--- src/rtl/mem_arbiter.sv ---
// Single-port SRAM arbiter: fetch vs. data path, grant/access/respond FSM with WAIT_STATES wait cycles.
// Optional fetch anti-starvation guard enabled by defining MEM_ARB_STARVE_GUARD_EN.
module mem_arbiter #(
    parameter int unsigned ADDR_W       = 32,
    parameter int unsigned DATA_W       = 32,
    parameter int unsigned WAIT_STATES  = 1,
    parameter int unsigned STARVE_LIMIT = 4
) (
    input  logic              clk,
    input  logic              rst_n,
    input  logic              if_req,
    input  logic [ADDR_W-1:0] if_addr,
    output logic              if_gnt,
    output logic              if_valid,
    output logic [DATA_W-1:0] if_rdata,
    input  logic              dm_req,
    input  logic              dm_we,
    input  logic [ADDR_W-1:0] dm_addr,
    input  logic [DATA_W-1:0] dm_wdata,
    output logic              dm_gnt,
    output logic              dm_valid,
    output logic [DATA_W-1:0] dm_rdata,
    output logic              mem_cs,
    output logic              mem_oe,
    output logic              mem_we,
    output logic [ADDR_W-1:0] mem_addr,
    output logic [DATA_W-1:0] mem_din,
    input  logic [DATA_W-1:0] mem_dout
);

    generate
        if (WAIT_STATES > 15 || STARVE_LIMIT < 1 || STARVE_LIMIT > 15) begin : g_bad_params
            $error("mem_arbiter: WAIT_STATES must be 0..15 and STARVE_LIMIT 1..15");
        end
    endgenerate

    typedef enum logic [1:0] {
        IDLE   = 2'd0,
        ACCESS = 2'd1,
        DONE   = 2'd2
    } state_t;

    state_t            state;
    state_t            state_nxt;
    logic              owner_dm;
    logic              lat_we;
    logic [ADDR_W-1:0] lat_addr;
    logic [DATA_W-1:0] lat_wdata;
    logic [3:0]        wait_cnt;
    logic              any_req;
    logic              pick_dm;

    assign any_req = if_req || dm_req;

`ifdef MEM_ARB_STARVE_GUARD_EN
    logic [3:0] starve_cnt;

    // Fetch overrides fixed data priority once it has lost STARVE_LIMIT contested arbitrations.
    assign pick_dm = dm_req && !(if_req && (starve_cnt == 4'(STARVE_LIMIT)));

    always_ff @(posedge clk) begin
        if (!rst_n) begin
            starve_cnt <= '0;
        end else if (state == IDLE && any_req) begin
            if (!pick_dm) begin
                starve_cnt <= '0;
            end else if (if_req && (starve_cnt != 4'(STARVE_LIMIT))) begin
                starve_cnt <= starve_cnt + 4'd1;
            end
        end
    end
`else
    assign pick_dm = dm_req;
`endif

    always_ff @(posedge clk) begin
        if (!rst_n) begin
            state <= IDLE;
        end else begin
            state <= state_nxt;
        end
    end

    always_comb begin
        state_nxt = state;
        case (state)
            IDLE:    if (any_req) state_nxt = ACCESS;
            ACCESS:  if (wait_cnt == 4'd0) state_nxt = DONE;
            DONE:    state_nxt = IDLE;
            default: state_nxt = IDLE;
        endcase
    end

    always_ff @(posedge clk) begin
        if (!rst_n) begin
            owner_dm  <= 1'b0;
            lat_we    <= 1'b0;
            lat_addr  <= '0;
            lat_wdata <= '0;
            wait_cnt  <= '0;
            if_gnt    <= 1'b0;
            dm_gnt    <= 1'b0;
            if_rdata  <= '0;
            dm_rdata  <= '0;
        end else begin
            if_gnt <= 1'b0;
            dm_gnt <= 1'b0;
            case (state)
                IDLE: begin
                    if (any_req) begin
                        owner_dm  <= pick_dm;
                        lat_we    <= pick_dm && dm_we;
                        lat_addr  <= pick_dm ? dm_addr : if_addr;
                        lat_wdata <= pick_dm ? dm_wdata : '0;
                        wait_cnt  <= 4'(WAIT_STATES);
                        if_gnt    <= !pick_dm;
                        dm_gnt    <= pick_dm;
                    end
                end
                ACCESS: begin
                    if (wait_cnt != 4'd0) begin
                        wait_cnt <= wait_cnt - 4'd1;
                    end else if (owner_dm) begin
                        dm_rdata <= lat_we ? '0 : mem_dout;
                    end else begin
                        if_rdata <= mem_dout;
                    end
                end
                default: ;
            endcase
        end
    end

    always_comb begin
        mem_cs   = 1'b0;
        mem_oe   = 1'b0;
        mem_we   = 1'b0;
        mem_addr = '0;
        mem_din  = '0;
        if_valid = 1'b0;
        dm_valid = 1'b0;
        case (state)
            ACCESS: begin
                mem_cs   = 1'b1;
                mem_oe   = !lat_we;
                mem_we   = lat_we && (wait_cnt == 4'd0);
                mem_addr = lat_addr;
                mem_din  = lat_wdata;
            end
            DONE: begin
                if_valid = !owner_dm;
                dm_valid = owner_dm;
            end
            default: ;
        endcase
    end

endmodule

--- config.mk ---
export PLATFORM = sky130hd
export DESIGN_NAME = mem_arbiter
export DESIGN_NICKNAME = d
export VERILOG_FILES = /design/src/rtl/mem_arbiter.sv
export SDC_FILE = /design/constraint.sdc
export NUM_CORES = 1
export LEC_CHECK = 0
export ABC_AREA = 1
export CAP_MARGIN = 25
export CORE_AREA = 2 2 119 121
export DETAILED_ROUTE_END_ITERATION = 6
export DIE_AREA = 0 0 121 123
export MAX_ROUTING_LAYER = met4
export PLACE_DENSITY = 0.83
export SLEW_MARGIN = 20
export SYNTH_ARGS = -nofsm -noshare
export SYNTH_HDL_FRONTEND = slang
export SYNTH_SLANG_ARGS = --single-unit
--- constraint.sdc ---
create_clock -name clk -period 4.4 [get_ports clk]
set_clock_uncertainty 0.2 [all_clocks]
set_input_delay 0.88 -clock clk [delete_from_list [all_inputs] [get_ports clk]]
set_output_delay 0.88 -clock clk [all_outputs]
set_load 0.02 [all_outputs]
==> impl_metrics.csv <==
group,metric,value,unit
grt,grt_use_total,25.6,%
cts,cts_buffers,17,
placement,dp.cells,1317,
detailed_routing,wl_per_cell,13.9,um
layout,insertedDiodeCount,0,
status,outcome,"completed",
power,p_comb_share,26.5,%
yosys,ys_types,23,
yosys,synth_top_area_share,44.7,%
sta,setup_tns,0,ns
setup_path,critPathRequiredTime,3.32,ns
detailed_routing,dr.pass1.iters,6,
layout,final_common_cell,"clkdlybuf4s50_1",
die,fp.dieH,123,um
detailed_routing,routed_wl,18700,um
yosys,synth_cells,921,
detailed_routing,drc,0,
layout,post_route_cells_drive_above_1_share,4.70,%
grt,grt_pass1_wl,29000,um
sta,rsz0062_at_grt,"false",
setup_path,startpoint_type,"flip-flop",
yosys,yosysSeqAreaShare,44.7,%
grt,antenna_found_initial,0,
yosys,yosysTopAreaCell,"dfxtp_1",
yosys,netlist_area,6190,sq um
cts,cts_tree,"done",
sta,fin_crit_sh,82.5,%
power,pwr-share-seq,34.6,%
grt,first_global_vias,5947,
sta,whs,0.254,ns
yosys,yosys_warnings,0,
detailed_routing,drtIter0Drc,418,
yosys,ys_ff_latch,138,
setup_path,critPathMaxStageDelay,0.63,ns
layout,final_cell_mix,"266 x clkdlybuf4s50_1, 243 x nand2_1, 174 x nor2_1",
setup_path,critPathKind,"reg -> out",
grt,use_met2,42.4,%
sta,worst_pin_slew,0.962,ns
sta,hold_viol_final,0,
power,power.share.clock,38.8,%
setup_path,crit_chain,"inv_1 > nand2_2 > buf_4 > nor2_1 > clkdlybuf4s50_1",
grt,grt.met3_usage,6.64,%
sta,max_freq,276,MHz
sta,period_minus_slack,3.63,ns
setup_path,critPathMaxFanout,40,
setup_path,crit_path_end_kind,"output pin",
grt,grt_overflow_total,0,
die,io_pins,268,
power,p_total,4.24,mW
cts,clkTransAtPathRegs,0.06,ns
sta,setup-violations-final,0,
worst_hold_path,hold_path.class,"reg -> reg",
die,initial_core_util,45.5,%
yosys,syn_area_per_cell,6.72,sq um
die,core_area,13600,sq um
layout,nets,1292,
placement,dpl.hpwl,12700,um
cts,cts_setup_buffers,0,
cts,clock_latency,0.42,ns
layout,fin_util,70.5,%
die,floorplan.die.width,121,um
cts,cts.sinks,138,
setup_path,cp_slowest_cell,"clkdlybuf4s50_1",
yosys,synth_area_leaders,"dfxtp_1 45%, nand2_1 15%, nor2_1 11%",
power,cellInternalPower,2.98,mW
cts,cts_buffer_depth,2,
die,die-area,14900,sq um
sta,slew_headroom,35.8,%
power,p_leak,3.98,nW
power,p_sw,1.25,mW
detailed_routing,vias,6554,
grt,busiest_layer,"met2",
cts,cts_resized,0,
detailed_routing,vias_per_cell,4.85,
cts,cts_hold_buf,0,
cts,cts_max_level,4,
placement,io_buffers,267,
grt,grt_use_met1,29.7,%
die,fp-row-count,43,
power,power_density,442,nW/um^2
power,p_sw_share,29.6,%
layout,syn_to_final_growth,55.1,%
grt,grt_max_degree,69,
cts,cts_root_buffer,"clkbuf_16",
setup_path,cp.arrival,2.55,ns
sta,slew_violations,0,
job,cap_violations,0,
detailed_routing,antenna_left,0,
power,peakVddDrop,0.000263,V
placement,gp_congestion,0.849,
layout,stdcell_count,1350,
yosys,synthesis.nets,1056,
==> cell type report <==
cell class / count / area (sq um)
clock buffer: 21 / 470
clock inverter: 11 / 215
fill: 1125 / 4020
inverter: 108 / 405
multi-input combinational: 611 / 2720
sequential: 138 / 2760
tap: 180 / 225
timing repair buffer: 281 / 2790
==> power by group through the flow <==
| stage | registers [mW] | clock network (mW) | logic [mW] |
|---|---|---|---|
| 2_1_floorplan | 1.57 | 0 | 0.588 |
| 3_3_place_gp | 1.49 | 0 | 1.10 |
| 3_5_place_dp | 1.49 | 0 | 1.12 |
| 4_1_cts | 1.47 | 1.67 | 1.13 |
| 5_1_grt | 1.48 | 1.72 | 1.24 |
| 6_report | 1.47 | 1.65 | 1.12 |
==> Yosys cell counts <==
| master | n |
|---|---|
| nand2_2 | 2 |
| clkinv_1 | 1 |
| inv_1 | 104 |
| nand3_1 | 46 |
| xnor2_1 | 1 |
| nand3b_1 | 20 |
| dfxtp_1 | 138 |
| nor2_4 | 1 |
| nand2_1 | 243 |
| nand4_1 | 1 |
| nor3_1 | 4 |
| nor2_1 | 175 |
| a21oi_1 | 47 |
| nor3_4 | 1 |
| o21ai_0 | 33 |
| clkbuf_1 | 33 |
| ha_1 | 2 |
| buf_2 | 25 |
| o21ai_2 | 1 |
| inv_2 | 3 |
| buf_6 | 3 |
| o31ai_1 | 34 |
| buf_4 | 3 |
==> registers in the layout, summed over array words and instances, names as in the netlist <==
name and count:
state 2, lat_wdata 32, lat_addr 32, wait_cnt 4, lat_we 1, if_rdata 32
if_gnt 1, dm_gnt 1, owner_dm 1, dm_rdata 32
==> per-stage QoR <==
step,area [sq um],setup WS [ns]
5_1_grt,9600,0.647
4_1_cts,9580,0.765
2_1_floorplan,6190,1.96
6_report,9600,0.771
3_3_place_gp,8890,1.24
3_5_place_dp,8890,1.15
==> worst max-delay path: cells and delay by family (launching register included) <==
kind,cells,cell delay (ns)
AND/OR/NAND/NOR,2,0.62
buffers and inverters,3,1.17
flip-flops,1,0.32
==> worst paths after layout <==
path / startpoint / end / slack [ns] / cells after the start
worst max-delay path: state[1]$_SDFFE_PN0P_ / mem_addr[29] / 0.77 / 5
worst min-delay path: lat_addr[22]$_SDFFE_PN0P_ / lat_addr[22]$_SDFFE_PN0P_ / 0.25 / 2
worst max register to register: state[1]$_SDFFE_PN0P_ / dm_rdata[23]$_SDFFE_PN0P_ / 1.51 / 8
worst min register to register: lat_addr[22]$_SDFFE_PN0P_ / lat_addr[22]$_SDFFE_PN0P_ / 0.25 / 2
==> layer usage <==
metal	vias to the layer above	wire, um
met3	38	1270
met4	0	544
li1	3314	-
met1	2955	7750
met2	247	9160
met5	-	0
==> cells by family (layout without fill, tap and decap cells) <==
group | count (synthesis) | count (layout) | synth area share [%]
and+or+nand+nor | 493 | 493 | 32.6
buffers and inverters | 172 | 421 | 11.5
DFF | 138 | 138 | 44.7
AOI/OAI and AO/OA | 115 | 115 | 10.7
adders and majority gates | 2 | 2 | 0.404
xor gates and xnor gates | 1 | 1 | 0.142
Note: power is estimated with default switching activity, not from simulation.
